<file path="src/rtl/jtcontra_sndcmd_fifo.sv">
// jtcontra_sndcmd_fifo
// Main-to-sound command channel: CH independent FIFOs of 2**AW words each.
// It reports per-channel full, empty and sticky overflow status.
// A priority encoder names the lowest pending channel.
// The sound-CPU interrupt is either level or sticky, selected by IRQ_MODE.
// Main and sound sides both run on the single 24 MHz clock domain.
module jtcontra_sndcmd_fifo #(
    parameter int CH       = 2,
    parameter int DW       = 8,
    parameter int AW       = 2,
    parameter int IRQ_MODE = 0,
    localparam int CW      = (CH > 1) ? $clog2(CH) : 1
) (
    input  logic          clk,
    input  logic          rstn,
    input  logic          main_we,
    input  logic [CW-1:0] main_ch,
    input  logic [DW-1:0] main_din,
    output logic [CH-1:0] main_full,
    input  logic          snd_rd,
    input  logic [CW-1:0] snd_ch,
    output logic [DW-1:0] snd_dout,
    output logic [CH-1:0] snd_empty,
    output logic [CW-1:0] snd_pend,
    output logic          snd_irq,
    input  logic          irq_ack,
    output logic [CH-1:0] ovf,
    input  logic          ovf_clr
);

    localparam int          DEPTH    = 1 << AW;
    localparam logic [AW:0] FULL_CNT = (AW + 1)'(DEPTH);

    logic [DW-1:0] mem    [CH][DEPTH];
    logic [AW-1:0] wr_ptr [CH];
    logic [AW-1:0] rd_ptr [CH];
    logic [AW:0]   cnt    [CH];

    logic [CH-1:0] wr_hit;
    logic [CH-1:0] wr_ok;
    logic [CH-1:0] rd_ok;
    logic [CH-1:0] ovf_set;
    logic [DW-1:0] head_word;

    // Decide per channel which accesses are accepted.
    // A pop on a full channel frees a slot, so a same-cycle write to it is accepted.
    // A pop on an empty channel is never satisfied by the write arriving in the same cycle.
    always_comb begin
        wr_hit    = '0;
        wr_ok     = '0;
        rd_ok     = '0;
        ovf_set   = '0;
        head_word = '0;
        for (int i = 0; i < CH; i++) begin
            wr_hit[i]  = main_we && (main_ch == CW'(i));
            rd_ok[i]   = snd_rd && (snd_ch == CW'(i)) && (cnt[i] != '0);
            wr_ok[i]   = wr_hit[i] && ((cnt[i] != FULL_CNT) || rd_ok[i]);
            ovf_set[i] = wr_hit[i] && !wr_ok[i];
            if (rd_ok[i]) begin
                head_word = mem[i][rd_ptr[i]];
            end
        end
    end

    // Storage array; intentionally not reset because the counts define validity.
    always_ff @(posedge clk) begin
        for (int i = 0; i < CH; i++) begin
            if (wr_ok[i]) begin
                mem[i][wr_ptr[i]] <= main_din;
            end
        end
    end

    // Pointers and occupancy counts; a simultaneous push and pop leaves the count unchanged.
    always_ff @(posedge clk or negedge rstn) begin
        if (!rstn) begin
            for (int i = 0; i < CH; i++) begin
                wr_ptr[i] <= '0;
                rd_ptr[i] <= '0;
                cnt[i]    <= '0;
            end
        end else begin
            for (int i = 0; i < CH; i++) begin
                if (wr_ok[i]) begin
                    wr_ptr[i] <= wr_ptr[i] + AW'(1);
                end
                if (rd_ok[i]) begin
                    rd_ptr[i] <= rd_ptr[i] + AW'(1);
                end
                if (wr_ok[i] && !rd_ok[i]) begin
                    cnt[i] <= cnt[i] + (AW + 1)'(1);
                end else if (rd_ok[i] && !wr_ok[i]) begin
                    cnt[i] <= cnt[i] - (AW + 1)'(1);
                end
            end
        end
    end

    // Registered read data; it holds its value when no pop is accepted.
    always_ff @(posedge clk or negedge rstn) begin
        if (!rstn) begin
            snd_dout <= '0;
        end else if (|rd_ok) begin
            snd_dout <= head_word;
        end
    end

    // Sticky overflow flags; a new overflow wins over a same-cycle clear.
    always_ff @(posedge clk or negedge rstn) begin
        if (!rstn) begin
            ovf <= '0;
        end else begin
            ovf <= (ovf & ~{CH{ovf_clr}}) | ovf_set;
        end
    end

    // Sound-CPU interrupt.
    // In level mode it follows "any data queued" one cycle late.
    // In sticky mode an accepted write beats a same-cycle acknowledge.
    always_ff @(posedge clk or negedge rstn) begin
        if (!rstn) begin
            snd_irq <= 1'b0;
        end else if (IRQ_MODE == 1) begin
            if (|wr_ok) begin
                snd_irq <= 1'b1;
            end else if (irq_ack) begin
                snd_irq <= 1'b0;
            end
        end else begin
            snd_irq <= ~&snd_empty;
        end
    end

    // Full and empty flags decoded straight from the registered counts.
    always_comb begin
        main_full = '0;
        snd_empty = '0;
        for (int i = 0; i < CH; i++) begin
            main_full[i] = (cnt[i] == FULL_CNT);
            snd_empty[i] = (cnt[i] == '0);
        end
    end

    // Lowest-index non-empty channel; scanning downwards lets the lowest index win.
    always_comb begin
        snd_pend = '0;
        for (int i = CH - 1; i >= 0; i--) begin
            if (!snd_empty[i]) begin
                snd_pend = CW'(i);
            end
        end
    end

endmodule

</file>
<file path="config.mk">
export PLATFORM = sky130hd
export DESIGN_NAME = jtcontra_sndcmd_fifo
export DESIGN_NICKNAME = d
export VERILOG_FILES = /design/src/rtl/jtcontra_sndcmd_fifo.sv
export SDC_FILE = /design/constraint.sdc
export NUM_CORES = 1
export LEC_CHECK = 0
export ABC_AREA = 1
export BUFFER_PORTS_ARGS = -buffer_cell sky130_fd_sc_hd__clkbuf_2
export CORE_MARGIN = 1.5
export CORE_UTILIZATION = 45
export DETAILED_ROUTE_END_ITERATION = 6
export PLACE_DENSITY = 0.69
export REMOVE_ABC_BUFFERS = 1
export SLEW_MARGIN = 20
export SYNTH_ARGS = -nofsm -noshare
export SYNTH_HDL_FRONTEND = slang
export SYNTH_SLANG_ARGS = --single-unit
</file>
<file path="constraint.sdc">
create_clock -name clk -period 2.7 [get_ports clk]
set_input_delay 0.54 -clock clk [delete_from_list [all_inputs] [get_ports clk]]
set_output_delay 0.54 -clock clk [all_outputs]
set_load 0.005 [all_outputs]
</file>
==> flow_metrics.env <==
export IMPL_outcome="finished clean"
export IMPL_synth_commonest_cells="nand2_1, inv_1, edfxtp_1"
export IMPL_die_area_um2=9910
export IMPL_power_leakage_nw=2.21
export IMPL_ctsResizeCount=0
export IMPL_worst_path_dominant_cell_family="simple AND/OR/NAND/NOR gates"
export IMPL_cp_cell_sequence="inv_2 -> nand4_1 -> nand3_1 -> inv_1 -> ha_1 -> inv_1 -> fa_1 -> or2_2 -> nand2_1 -> xor2_1"
export IMPL_worst_min_delay_path_class="in2async"
export IMPL_setup_viol_count_final=0
export IMPL_drv_slew=0
export IMPL_final_hold_violation_count=0
export IMPL_antennaDiodeCount=0
export IMPL_overall_power_consumption_mw=4.09
export IMPL_io_pin_count=32
export IMPL_ff2ff_setup_slack_ps=440
export IMPL_detail_route_vias_per_cell=4.75
export IMPL_clock_buffers_created_by_tritoncts=9
export IMPL_drtPass1Iterations=4
export IMPL_drive_above_1_share_pct=19.2
export IMPL_timing_fmax_mhz=443
export IMPL_critical_path_top_cell_by_count="inv_1"
export IMPL_cp_max_fo=7
export IMPL_core_outline_area_um2=9150
export IMPL_rows=35
export IMPL_grt_setup_unrepaired="no"
export IMPL_dieHeight_um=99.6
export IMPL_timing_setup_tns_ps=0
export IMPL_synth_most_common_cell="nand2_1"
export IMPL_final_antenna_net_count=0
export IMPL_grt_util_all_layers_pct=16.7
export IMPL_nets=481
export IMPL_cts_hold_buf=0
export IMPL_cts_max_level=3
export IMPL_finalWirelength_mm=7.44
export IMPL_fillers=810
export IMPL_clock_sinks=89
export IMPL_ctsLongestPathBuffers=2
export IMPL_grt_first_pass_wirelength_mm=12.5
export IMPL_crit_start="cnt[0]$_DFFE_PN0P_"
export IMPL_critical_path_arrival_ps=2530
export IMPL_drv_cap=0
export IMPL_cpMaxStageDelayCell="dfrtp_1"
export IMPL_synth_enable_flop_cells=64
export IMPL_worst_endpoint_required_ps=2970
export IMPL_met3_use_gr_pct=2.88
export IMPL_period_needed_ps=2260
export IMPL_largest_vdd_supply_drop_uv=369
export IMPL_gp_congestion=0.721
export IMPL_routed_via_count=2705
export IMPL_groute_layer_met1_usage_pct=20.8
export IMPL_seq_area_frac_synth_pct=60.7
export IMPL_timing_clock_skew_ps=11.3
export IMPL_final_cells=569
export IMPL_ys_async_rst_share_pct=28.1
export IMPL_ys_top_cells_by_area="edfxtp_1, dfrtp_1, nand2_1, inv_1, nand3_1"
export IMPL_floorplan_initialDensity_pct=45.9
export IMPL_pin_count_of_the_biggest_net_entering_global_routing=26
export IMPL_worstSetupStartpointType="flip-flop"
export IMPL_synth_ff_type="edfxtp_1"
export IMPL_grt_overflow=0
export IMPL_place_detailed_hpwl_mm=5.11
export IMPL_area_growth_syn_to_layout_pct=9.96
export IMPL_yosysTopAreaCellShare_pct=45.8
export IMPL_timing_worst_slew_pin_value_ps=673
export IMPL_critical_path_class="reg2reg"
export IMPL_power_per_cell_area_nw_per_um2=886
export IMPL_postSynthRegisterBits=89
export IMPL_clock_insertion_delay_worst_skew_ps=350
export IMPL_yosysWarnings=0
export IMPL_clkTransAtPathRegs_ps=80
export IMPL_tritoncts="yes"
export IMPL_grt_antenna_before_repair=0
export IMPL_slew_headroom_pct=55.1
export IMPL_worstPathBufferInverterCount=3
export IMPL_period_share_pct=83.6
export IMPL_syn_area_um2=4200
export IMPL_post_synthesis_average_cell_area_um2=10.2
export IMPL_cts_setup_buffers=0
export IMPL_floorplan_die_width_um=99.6
export IMPL_placement_io_buffers=30
export IMPL_postSynthCellCount=413
export IMPL_netlist_top_cell_by_area="edfxtp_1"
export IMPL_crit_reg2reg_launch="cnt[0]$_DFFE_PN0P_"
export IMPL_timing_final_ws_setup_ps=443
export IMPL_drc=0
export IMPL_ys_types=30
export IMPL_starting_drc_count_in_detailed_routing=76
export IMPL_grtUsageMet2_pct=28.9
export IMPL_cp_end_kind="flip-flop"
export IMPL_dp_cells=553
export IMPL_cp_slowest_stage_delay_ps=460
export IMPL_root_buffer="clkbuf_8"
export IMPL_number_of_global_route_vias_before_repair=2594
export IMPL_timing_hold_ws_ps=213
export IMPL_grt_busiest_layer="met2"
export IMPL_dpl_worst_slack_ps=301
export IMPL_route_detailed_wl_per_inst_um=13.1
==> through the flow <==
step	cell area (um^2)	utilization, %
after global placement	4450	48.6
final	4610	50.4
after global routing	4610	50.4
after floorplan	4090	-
after detailed placement	4450	48.6
after CTS	4610	50.4
==> report_power, final <==
group / internal, mW / switching [mW]
clock network: 0.337 / 0.447
logic: 0.510 / 0.772
registers: 1.73 / 0.286
total: 2.58 / 1.50
==> cell usage in the layout (no fill, tap or decap), types with 3 or more instances in the layout <==
cell type	synthesis	routed
a21oi_1	3	3
nand4_1	3	3
nor2_1	17	17
dfrtp_1	25	25
buf_4	4	9
nand2_2	4	4
clkbuf_2	0	30
inv_1	85	85
clkbuf_8	0	9
edfxtp_1	64	64
nand3_1	37	37
nand3_2	17	17
nand2_1	112	112
ha_1	10	10
clkbuf_1	0	3
inv_2	6	6
==> logic make-up (layout without fill, tap and decap cells) <==
kind of cell	count (synthesis)	count (layout)	share of synthesized area (%)
compound gates	8	8	1.25
xor+xnor	4	4	0.835
fa+ha+maj	12	12	3.94
buf+inv	103	148	10.9
flops	89	89	60.7
mux	1	1	0.268
simple gates	196	196	22.1
==> flip-flops by register name, indices dropped and copies added, names as in the netlist <==
register	count
snd_irq	1
rd_ptr	4
ovf	2
snd_dout	8
cnt	6
mem	64
wr_ptr	4
==> per-layer routing <==
| metal | vias to the layer above | share of wire, % | wire (um) |
|---|---|---|---|
| met4 | 0 | 1.5 | 109 |
| met5 | - | 0 | 0 |
| met3 | 8 | 4.0 | 294 |
| met1 | 1277 | 44 | 3240 |
| met2 | 52 | 51 | 3800 |
| li1 | 1368 | - | - |
==> final cells by class <==
| type | count | area (um^2) | area share [%] |
|---|---|---|---|
| Sequential cell | 89 | 2550 | 55.2 |
| Multi-Input combinational cell | 221 | 1190 | 25.8 |
| Inverter | 93 | 354 | 7.67 |
| Timing Repair Buffer | 39 | 218 | 4.72 |
| Tap cell | 111 | 139 | 3.01 |
| Clock buffer | 12 | 135 | 2.93 |
| Clock inverter | 4 | 28.8 | 0.624 |
==> path summary, 6_finish.rpt <==
kind	endpoint	depth (start not counted)
max in group asynchronous	rd_ptr[0]$_DFFE_PN0N_	1
min in group clk	ovf[0]$_DFF_PN0_	2
hold reg to reg	snd_dout[5]$_DFFE_PN0P_	2
setup reg to reg	cnt[2]$_DFFE_PN0P_	10
setup / recovery	cnt[2]$_DFFE_PN0P_	10
hold / removal	cnt[5]$_DFFE_PN0P_	1
==> worst reg2reg max path, stage by stage (launching register included) <==
cell     delay (ps)
dfrtp_1         460
inv_2            70
nand4_1         170
nand3_1         240
inv_1           120
ha_1            160
inv_1            70
fa_1            390
or2_2           300
nand2_1          80
xor2_1          140
(Power assumes the default switching activity.)
